==> config.mk <==
export PLATFORM = sky130hd
export DESIGN_NAME = alu_shift_stage
export DESIGN_NICKNAME = d
export VERILOG_FILES = /design/src/rtl/alu_shift_stage.sv
export SDC_FILE = /design/constraint.sdc
export NUM_CORES = 1
export LEC_CHECK = 0
export ABC_AREA = 1
export BUFFER_PORTS_ARGS = -buffer_cell sky130_fd_sc_hd__buf_2
export CAP_MARGIN = 20
export CORE_UTILIZATION = 55
export DETAILED_ROUTE_END_ITERATION = 6
export MAX_ROUTING_LAYER = met4
export PLACE_DENSITY = 0.84
export SLEW_MARGIN = 40
export SYNTH_ARGS = -nofsm -noshare
export SYNTH_HDL_FRONTEND = slang
export SYNTH_SLANG_ARGS = --single-unit
==> constraint.sdc <==
create_clock -name clk -period 4.5 [get_ports clk]
set_clock_uncertainty 0.05 [all_clocks]
set_input_delay 0.675 -clock clk [delete_from_list [all_inputs] [get_ports clk]]
set_output_delay 0.675 -clock clk [all_outputs]
set_load 0.03 [all_outputs]
==> src/rtl/alu_shift_stage.sv <==
// alu_shift_stage: one-cycle shift/pass stage with a 2-entry result FIFO.
// The result and its zero/neg flags are computed when a request is accepted
// and stored together, so the output side only reads registered state.
module alu_shift_stage (
  input  logic        clk,
  input  logic        reset,
  input  logic        in_valid,
  output logic        in_ready,
  input  logic [1:0]  op,
  input  logic [31:0] a,
  input  logic [31:0] b,
  output logic        out_valid,
  input  logic        out_ready,
  output logic [31:0] result,
  output logic        zero,
  output logic        neg,
  output logic [15:0] op_count
);

  typedef struct packed {
    logic        zero;
    logic        neg;
    logic [31:0] result;
  } entry_t;

  entry_t      mem_q [2];
  entry_t      mem_d [2];
  logic        wr_ptr_q, wr_ptr_d;
  logic        rd_ptr_q, rd_ptr_d;
  logic [1:0]  count_q, count_d;
  logic [15:0] op_count_q, op_count_d;

  logic        push;
  logic        pop;
  logic        amt_sat;
  logic [4:0]  amt;
  logic [31:0] shift_res;
  entry_t      new_entry;

  // Shift datapath; any set bit in b[31:5] saturates the shift.
  always_comb begin
    amt_sat   = |b[31:5];
    amt       = b[4:0];
    shift_res = a;
    case (op)
      2'b00:   shift_res = amt_sat ? 32'h0 : (a << amt);
      2'b01:   shift_res = amt_sat ? 32'h0 : (a >> amt);
      2'b10:   shift_res = amt_sat ? {32{a[31]}} : $unsigned($signed(a) >>> amt);
      default: shift_res = a;
    endcase
    new_entry.result = shift_res;
    new_entry.zero   = (shift_res == 32'h0);
    new_entry.neg    = shift_res[31];
  end

  // in_ready depends only on the registered count, never on out_ready.
  assign in_ready  = (count_q < 2'd2);
  assign out_valid = (count_q != 2'd0);
  assign push      = in_valid && in_ready;
  assign pop       = out_valid && out_ready;

  assign result   = mem_q[rd_ptr_q].result;
  assign zero     = mem_q[rd_ptr_q].zero;
  assign neg      = mem_q[rd_ptr_q].neg;
  assign op_count = op_count_q;

  // FIFO next-state: write at wr_ptr on push, advance rd_ptr and count on pop.
  always_comb begin
    mem_d      = mem_q;
    wr_ptr_d   = wr_ptr_q;
    rd_ptr_d   = rd_ptr_q;
    op_count_d = op_count_q;
    count_d    = count_q + {1'b0, push} - {1'b0, pop};
    if (push) begin
      mem_d[wr_ptr_q] = new_entry;
      wr_ptr_d        = ~wr_ptr_q;
    end
    if (pop) begin
      rd_ptr_d   = ~rd_ptr_q;
      op_count_d = op_count_q + 16'd1;
    end
  end

  // State registers; reset discards any in-flight entries.
  always_ff @(posedge clk) begin
    if (reset) begin
      mem_q[0]   <= '0;
      mem_q[1]   <= '0;
      wr_ptr_q   <= 1'b0;
      rd_ptr_q   <= 1'b0;
      count_q    <= 2'd0;
      op_count_q <= 16'd0;
    end else begin
      mem_q      <= mem_d;
      wr_ptr_q   <= wr_ptr_d;
      rd_ptr_q   <= rd_ptr_d;
      count_q    <= count_d;
      op_count_q <= op_count_d;
    end
  end

endmodule

# [After elaboration in Yosys (flattened, before gate mapping)]
# Cells that the tools add are included.
[word_totals] ram_bits=0 mem_bits_ro=0 wordCells=43 reg_bits=88 n_memories=0 latch_bits=0
[op_classes] muxes=10 div_mod_pow=0 n_shift=3 magnitude_cmp=4 bitwise=4 n_eq_ne=2 reduce_logical=7 multipliers=0 add_sub_neg=3
[ops] cell="$mux W34" count=4
[ops] cell="$mux W32" count=3
[ops] cell="$pmux W32 S3" count=1
[ops] cell="$bwmux W68" count=1
[ops] cell="$demux W34 S1" count=1
[ops] cell="$logic_not A32 Y1" count=1
[ops] cell="$shl A32 B5 Y32" count=1
[ops] cell="$shr A32 B5 Y32" count=1
[ops] cell="$sshr A32 B5 Y32" count=1
[ops] cell="$reduce_or A27 Y1" count=1
[ops] cell="$add A16 B1 Y16 const B" count=1
[ops] cell="$ge A2 B2 Y1 const B" count=2
[ops] cell="$not A1 Y2" count=2
[ops] cell="$logic_and A1 B1 Y1" count=3
[ops] cell="$add A2 B1 Y2" count=1
[ops] cell="$eq A2 B1 Y1 const B" count=1
[ops] cell="$eq A2 B2 Y1 const B" count=1
[ops] cell="$logic_not A2 Y1" count=1
[ops] cell="$lt A2 B1 Y1 const B" count=1
[ops] cell="$lt A2 B2 Y1 const B" count=1
[ops] cell="$not A1 Y1" count=2
[ops] cell="$reduce_bool A2 Y1" count=1
[ops] cell="$sub A2 B1 Y2" count=1

# [Longest topological paths before layout]
# Gate-level depths: netlist of the first run.
[depth] depth_word=6 depth_mapped=22 depth_no_buf=20

# [Worst setup path after synthesis of the first run]
# No wires, ideal clock.
[synth_timing] path_kind="flip-flop to output port" start="reg rd_ptr_q" end="out result[31]" required_ns=3.775 stages_incl_launch_ff=5 setup_slack_ns=2.171 t_arrival_ns=1.604 path_buffers=2 path_cell_list="dfxtp_1 > inv_1 > clkbuf_1 > o21ai_0 > buf_4"
[synth_via] elab_chain_cells=4
[synth_rtl] element="start: declaration" line="29" text="logic rd_ptr_q, rd_ptr_d;"
[synth_rtl] element="start signal: assignment" line="96" text="rd_ptr_q <= rd_ptr_d;"
[synth_rtl] element="$not A1 Y2 (not written as such)" line="62" text="assign result = mem_q[rd_ptr_q].result;"
[synth_rtl] element="$mux W34 (3 in series)"
[synth_rtl] element="end: declaration" line="14" text="output logic [31:0] result,"
# Every way passes these cells. The select of a mux whose other input is x is not followed.

# [Final worst setup path of the first run]
[layout_timing] start="in b[1]" end="reg mem_q[67] (netlist name)"
[layout_via] elab_chain_cells=5
[layout_rtl] element="start: declaration" line="11" text="input logic [31:0] b,"
[layout_rtl] element="$sshr A32 B5 Y32 (tied with other cells)" line="48" text="2'b10: shift_res = amt_sat ? {32{a[31]}} : $unsigned($signed(a) >>> amt);"
[layout_rtl] element="$mux W32, on equally long branches" line="48, 46, 47"
[layout_rtl] element="$pmux W32 S3 *" line="45" text="case (op)"
[layout_rtl] element="$logic_not A32 Y1 *" line="52" text="new_entry.zero = (shift_res == 32'h0);"
[layout_rtl] element="$bwmux W68 *" line="75" text="mem_d[wr_ptr_q] = new_entry;"
[layout_rtl] element="end signal: assignment" line="94" text="mem_q <= mem_d;"
[layout_rtl] element="end: declaration" line="26" text="entry_t mem_q [2];"
# Every way passes the cells marked *; elsewhere a longest branch is shown, timed or not.
# A chain may end at the register's enable or synchronous reset.

==> run metrics, run 1 <==
global-route wire length before repair 47100 µm; initial antenna violation count 0; Synth area leader nand2_1; number of max-cap violations 0; DR vias/cell 5.92; Setup crit start kind input pin; TritonCTS clock tree yes; via count 10097; Rows 43; Hold Buf Count CTS 0; worst min-delay path class register to register; die area 0.0148 mm²; Layout area overhead 11.4%; clk slew on worst S/H paths 0.06 ns; DRC 1; status finished, violations left; commonest cells in the netlist nand2_1 (497), nand3_1 (258), inv_1 (122), nor2_1 (121), dfxtp_1 (86); Final Hold Viols 0; clock root buffer clkbuf_16; deepest clock path buffer count 2; Crit-path slowest cell inv_2; IO buf count 121; post-cts sizing count 0; total chip power 0.00290 W; Worst path max stage delay 0.61 ns; largest cells by area after synthesis nand2_1 (24%), dfxtp_1 (22%), nand3_1 (16%); most instantiated library cell after synthesis nand2_1; grt ovf 0; XOR/XNOR Fraction of Synth Area 0.111%; WP data arrival 3.27 ns; YS warnings 0; Peak VDD IR 0.208 mV; DRT Wirelength 30600 µm; maximum clock frequency 0.328 GHz; flops & latches, synth 86; top-area cell type share of the netlist area 23.6%; Synth Area in Compound Gates 14.1%; Max-slew headroom 43.5%; IO Pins 122; PnR worst setup slack 1.46 ns; Simple-Gate Fraction of Synth Area 52.4%; CP max FO 49; Starting Density 56.7%; Post-Place Setup Slack 1.21 ns; syn_nets 1520; Final nets 1594; layout cells sized above 1 15.3%; Routed WL per cell 17.9 µm; minimum clock period 3.04 ns; CTS buffer count 9; Synth Area in Adders 0.475%; Post-synth ARST share 0%; Pins Over Slew Limit 0; critical path's most frequent cell nand2_1; chip height 122 µm; vias in the first global route 8843; RSZ-0062 raised after global routing false; htree depth 3; setup TNS 0 ns; Post-CTS Setup Repair Bufs 0; First-pass DRT Iterations 7; Die W 122 µm; DP Wirelength 23300 µm; Routed Antenna Nets 0; failing checks design-rule violations; Starting DRT DRC Count 1339; largest family of logic cells by synthesized area simple AND/OR/NAND/NOR gates; Leak 4.54 nW; CTS sink count 86; sequential-to-total area share from yosys stat 21.8%; clk_lat worst skew 0.34 ns; Pwr Density 330 mW/mm²; Tcrit/Tclk final 67.7%; Global Route Usage Sum 42.8%; Post-synth EDFFs 0; Core Footprint 0.0139 mm²; gate count of the mapped netlist 1447; cell family with most CP delay simple AND/OR/NAND/NOR gates; Top FF cell, synth dfxtp_1; ant diodes 0; largest net degree at the start of global routing 66; RePlAce Congestion 1.09; Synth cell types 42; Bufs and invs on worst path 3; post-synthesis mux area share 0%; Hold Worst Slack 0.402 ns; Mapped Area 0.00790 mm²; critical path endpoint category register; Crit path required time 4.72 ns; Setup CP Type input pin to register; Final setup viols 0; crit-path cells buf_2 > inv_2 > buf_4 > nand3_1 > nand3_1 > nand2_1 > nand2_1 > nand3_1 > nand2_1 > nand2_1 > a21boi_1 > nand2_1 > nor2_1 > nand2_1 > nor2_2 > nand2_2 > a21oi_2; Slew @ Worst Pin 0.846 ns; syn_area_per_cell 5.46 µm²
[metal layers]
metal | part of all wire (%) | global-route usage [%]
met5 | 0 | -
met4 | 7.0 | 26.2
met3 | 10 | 9.13
met2 | 43 | 63.2
met1 | 40 | 53.0
[power breakdown]
part	switching [W]	internal, W	leakage, nW
logic	0.000894	0.000345	3.70
clock network	0.000319	0.000431	0.135
registers	0.0000511	0.000865	0.701
[final timing paths]
| kind | slack (ns) | end | depth (start not counted) | from |
|---|---|---|---|---|
| hold / removal | 0.40 | op_count[15]$_SDFFE_PP0P_ | 1 | op_count[15]$_SDFFE_PP0P_ |
| setup reg to reg | 2.17 | mem_q[29]$_SDFFE_PP0P_ | 8 | count_q[1]$_SDFF_PP0_ |
| hold reg to reg | 0.40 | op_count[15]$_SDFFE_PP0P_ | 1 | op_count[15]$_SDFFE_PP0P_ |
| setup / recovery | 1.46 | mem_q[67]$_SDFFE_PP0P_ | 17 | b[1] |
[cell usage in the layout (no fill, tap or decap), drive strengths merged, types with 2 or more instances in the layout]
cell	instances
inv	130
o21ai	92
o211ai	15
nand4	6
clkinvlp	3
nand2	528
a21boi	7
clkbuf	9
nor2	126
or2	16
a22o	4
dfxtp	86
clkinv	2
ha	3
buf	141
nor3	10
o22ai	17
a21oi	57
nand3	264
[sequential cells by signal, indices dropped and copies added, names as in the netlist]
name / count
wr_ptr_q: 1
mem_q: 66
rd_ptr_q: 1
op_count: 16
count_q: 2
[per-stage QoR]
stage                     instance area (µm²)  instances  util [%]
final                                    8790       1705      63.1
after global routing                     8790       1705      63.1
after CTS                                8790       1705      63.1
after detailed placement                 8500       1690      61.0
after global placement                   8500       1690      61.0
after floorplan                          7900       1447         -
[kinds of logic (layout without fill, tap and decap cells)]
family	Yosys count	count (layout)
simple gates	954	954
buf+inv	208	286
compound gates	195	195
flops	86	86
fa+ha+maj	3	3
xor+xnor	1	1
[cell type report]
type                       count  area [µm²]
tap                          180         225
timing repair buffer         141         756
sequential                    86        1720
clock buffer                   9         225
fill                        1428        5140
inverter                     130         493
clock inverter                 6        70.1
multi-input combinational   1153        5300
(Power assumes the default switching activity.)
==> inputs of run 2 (changes only) <==
- clock period: 4.5 -> 3.1 ns (I/O delays scaled with it)
==> run 2 against run 1 <==
Effect of this change: the flow still finishes with violations (design-rule violations); combinational power rose by 48%; hold slack got worse by 0.014 ns; cell area rose by 2.3%; total power rose by 51%; largest cell class unchanged.
==> run metrics, run 2 (synthesized netlist as in run 1, its figures left out) <==
IO Pins 122; deepest clock path buffer count 2; Final Non-Filler Cells 1720; Starting DRT DRC Count 1250; Tcrit/Tclk final 87.1%; status finished, violations left; largest net degree at the start of global routing 71; Hold Buf Count CTS 0; worst min-delay path class input pin to register; clock root buffer clkbuf_16; htree depth 3; maximum clock frequency 0.371 GHz; vias in the first global route 9177; Setup crit start kind input pin; post-cts sizing count 0; Leak 4.66 nW; failing checks design-rule violations; critical path's most frequent cell nand2_1; Seq. cell area 0.00172 mm²; Layout area overhead 13.9%; crit-path cells buf_2 > nor2_1 > and2_0 > nand2_1 > nor2_1 > nand2_2 > nor2_4 > nand3_1 > nand2_1 > nand2_1 > a21boi_1 > nand2_1 > nor2_1 > nand2_1 > nor2_2 > nand2_2 > o21ai_2; DP Wirelength 24300 µm; Crit-path slowest cell nor2_4; DRC 6; Final Hold Viols 0; Hold Worst Slack 0.388 ns; CTS buffer count 9; Largest Register mem_q; RSZ-0062 raised after global routing false; via count 10262; Pwr Density 487 mW/mm²; DRT Wirelength 30900 µm; footprint of the multi-input gates 0.00530 mm²; Bufs and invs on worst path 1; Rows 43; First-pass DRT Iterations 7; die area 0.0148 mm²; most common cell after layout, fill and taps aside nand2_1; Routed WL per cell 18.0 µm; CP max FO 16; CTS sink count 86; layout cells sized above 1 16.1%; most frequent cells in the layout nand2_1 (497), nand3_1 (258), inv_1 (121), buf_2 (121), nor2_1 (120); WP data arrival 2.93 ns; TritonCTS clock tree yes; number of max-cap violations 0; minimum clock period 2.70 ns; cell family with most CP delay simple AND/OR/NAND/NOR gates; setup TNS 0 ns; Final nets 1608; fillers 1421; grt ovf 0; placed insts 1704; clk slew on worst S/H paths 0.07 ns; Routed Antenna Nets 0; critical path endpoint category register; RePlAce Congestion 1.08; Global Route Usage Sum 43.7%; clk_lat worst skew 0.35 ns; Worst path max stage delay 0.45 ns; Pins Over Slew Limit 0; Die W 122 µm; Max-slew headroom 57.3%; ant diodes 0; Core Footprint 0.0139 mm²; Starting Density 56.7%; Slew @ Worst Pin 0.638 ns; Final setup viols 0; Setup CP Type input pin to register; max reg flops 66; Peak VDD IR 0.273 mV; IO buf count 121; initial antenna violation count 0; Crit path required time 3.33 ns; Post-CTS Setup Repair Bufs 0; chip height 122 µm; DR vias/cell 5.97; global-route wire length before repair 48300 µm
## run 2: cell types whose count changed in the layout (fill, tap and decap cells not counted), sizes merged
cell,before,now
clkinv,2,4
inv,130,131
clkinvlp,3,0
bufinv,1,2
buf,141,155
## run 2: worst paths after layout
| kind | to | start | slack [ns] | cells past startpoint |
|---|---|---|---|---|
| min reg2reg | op_count[15]$_SDFFE_PP0P_ | op_count[15]$_SDFFE_PP0P_ | 0.41 | 1 |
| max | mem_q[33]$_SDFFE_PP0P_ | b[6] | 0.40 | 17 |
| max reg2reg | op_count[12]$_SDFFE_PP0P_ | op_count[0]$_SDFFE_PP0P_ | 0.81 | 12 |
| min | count_q[0]$_SDFF_PP0_ | reset | 0.39 | 2 |
## run 2: cell type report
type	instances	share of cell area [%]
Clock buffer	9	2.50
Clock inverter	7	1.17
Inverter	130	5.45
Multi-Input combinational cell	1153	59.0
Sequential cell	86	19.1
Tap cell	180	2.50
Timing Repair Buffer	155	10.3
## run 2: power breakdown
part,internal (W),switching [W]
clock network,0.000720,0.000486
logic,0.000530,0.00131
registers,0.00126,0.0000810
total,0.00251,0.00187
## run 2: metal layers
metal	global-route usage (%)	routed length, µm
met3	7.16	3050
met5	-	0
met4	25.8	2080
met2	66.6	13400
met1	54.0	12400
## run 2: worst reg2reg max path: cells and delay by family, from the launching register on
| family | cells | cell delay, ns |
|---|---|---|
| adder cells (fa/ha/maj) | 1 | 0.16 |
| buffers and inverters | 2 | 0.14 |
| flip-flops | 1 | 0.40 |
| AND/OR/NAND/NOR | 7 | 1.24 |
| AO/OA/AOI/OAI | 2 | 0.20 |
## run 2: metrics by stage
| stage | power [W] | area [µm²] | worst slack (ns) | utilization (%) |
|---|---|---|---|---|
| 6_report | 0.00438 | 8990 | 0.401 | 64.5 |
| 3_5_place_dp | 0.00315 | 8660 | 0.130 | 62.2 |
| 4_1_cts | 0.00435 | 8990 | 0.484 | 64.5 |
| 5_1_grt | 0.00463 | 8990 | 0.266 | 64.5 |
| 3_3_place_gp | 0.00312 | 8660 | 0.158 | 62.2 |
| 2_1_floorplan | 0.00259 | 7900 | 0.933 | - |
==> inputs of run 3 (changes only) <==
- PLACE_DENSITY: 0.84 -> 0.8
==> run 3 against run 2 <==
Effect of this change: largest cell class unchanged; hold slack gained 0.0071 ns; routed wire length shrank 4.6%; the flow now finishes without violations; die area is the same.
==> run metrics, run 3 (synthesized netlist as in run 1, its figures left out) <==
DP Wirelength 23100 µm; Starting DRT DRC Count 1306; largest net degree at the start of global routing 66; Pint 0.00236 W; WP data arrival 2.72 ns; Largest Register mem_q; chip height 122 µm; global-route wire length before repair 45800 µm; most frequent cells in the layout nand2_1 (497), nand3_1 (258), inv_1 (121), buf_2 (121), nor2_1 (120); Setup crit start kind input pin; Routed WL per cell 17.2 µm; post-cts sizing count 0; Crit path required time 3.33 ns; PnR worst setup slack 0.608 ns; fillers 1410; IO buf count 121; switching pwr 0.00182 W; Setup CP Type input pin to register; First-pass DRT Iterations 7; setup TNS 0 ns; layout cells sized above 1 16.0%; Layout area overhead 13.5%; maximum clock frequency 0.401 GHz; CTS sink count 86; max reg flops 66; via count 10158; Tcrit/Tclk final 80.4%; Global Route Usage Sum 41.1%; grt ovf 0; Sequential Power Share 31.9%; deepest clock path buffer count 2; TritonCTS clock tree yes; Hold Buf Count CTS 0; DRT Wirelength 29500 µm; most common cell after layout, fill and taps aside nand2_1; Final Hold Viols 0; CP max FO 16; htree depth 3; vias in the first global route 8768; status complete, no violations; Post-Place Setup Slack 0.277 ns; DR vias/cell 5.91; initial antenna violation count 0; clock power share 24.7%; Final setup viols 0; RSZ-0062 raised after global routing false; Starting Density 56.7%; IO Pins 122; Max-slew headroom 56.9%; Pwr Density 467 mW/mm²; minimum clock period 2.49 ns; Rows 43; ant diodes 0; Final nets 1606; Worst R2R Setup Slack 0.87 ns; clock root buffer clkbuf_16; Pins Over Slew Limit 0; Post-CTS Setup Repair Bufs 0; total chip power 0.00418 W; RePlAce Congestion 1.13; Worst path max stage delay 0.42 ns; CTS buffer count 9; Peak VDD IR 0.305 mV; crit-path cells buf_2 > inv_1 > nand2_1 > nor2_1 > nand2_1 > nor2_1 > nand2_2 > nor2_4 > nand3_1 > nand2_1 > nand2_1 > a21boi_1 > nand2_1 > nor2_1 > nand2_1 > nor2_2 > nand2_2 > o21ai_2; Routed Antenna Nets 0; clk_lat worst skew 0.35 ns; clk slew on worst S/H paths 0.07 ns; Core Footprint 0.0139 mm²; DRC 0; die area 0.0148 mm²; Slew @ Worst Pin 0.645 ns; critical path's most frequent cell nand2_1; worst min-delay path class input pin to register; Gate power share 43.5%; Crit-path slowest cell nor2_4; Die W 122 µm; sw frac 43.5%; Leak 4.63 nW; critical path endpoint category register; number of max-cap violations 0
==> run 3: cell count changes in the layout (fill, tap and decap cells not counted), sizes merged <==
cell | previous run | this run
clkinvlp | 0 | 1
buf | 155 | 153
clkbuf | 9 | 10
bufinv | 2 | 0
==> run 3: per-stage QoR <==
step	utilization (%)	std cells	cell area (µm²)	hold WS, ns
final	64.3	1718	8960	0.395
after global routing	64.3	1718	8960	0.388
after CTS	64.3	1718	8960	0.380
after detailed placement	62.2	1702	8670	0.394
after global placement	62.2	1702	8670	0.380
after floorplan	-	1447	7900	0.378
==> run 3: metal layers <==
layer	global-route usage (%)	vias to the layer above	share of wire [%]	routed length (µm)
met1	52.8	4537	41	12000
met2	63.2	661	44	13100
li1	-	4872	-	-
met5	-	-	0	0
met4	19.8	0	4.9	1450
met3	5.57	88	9.9	2920
==> run 3: area by class of cell <==
| class | count | area, µm² | share of cell area [%] |
|---|---|---|---|
| Clock inverter | 6 | 51.3 | 0.572 |
| Sequential cell | 86 | 1720 | 19.2 |
| Multi-Input combinational cell | 1153 | 5300 | 59.2 |
| Clock buffer | 10 | 239 | 2.67 |
| Timing Repair Buffer | 153 | 933 | 10.4 |
| Tap cell | 180 | 225 | 2.51 |
| Inverter | 130 | 490 | 5.47 |
==> run 3: final timing paths <==
check	start	end	cells after the start
setup / recovery	b[29]	mem_q[33]$_SDFFE_PP0P_	18
hold / removal	reset	op_count[4]$_SDFFE_PP0P_	2
setup reg to reg	op_count[0]$_SDFFE_PP0P_	op_count[12]$_SDFFE_PP0P_	12
hold reg to reg	op_count[15]$_SDFFE_PP0P_	op_count[15]$_SDFFE_PP0P_	1
==> run 3: worst max-delay path, delay by kind of cell <==
kind | cells | cell delay, ns
AOI/OAI and AO/OA | 2 | 0.30
and+or+nand+nor | 14 | 1.81
buffers and inverters | 2 | 0.13
==> run 3: power by group through the flow <==
stage          sequential (W)  combinational [W]  clock (W)
4_1_cts               0.00133            0.00179    0.00105
2_1_floorplan         0.00135            0.00124          0
3_5_place_dp          0.00135            0.00178          0
3_3_place_gp          0.00135            0.00176          0
6_report              0.00133            0.00182    0.00103
5_1_grt               0.00135            0.00199    0.00109
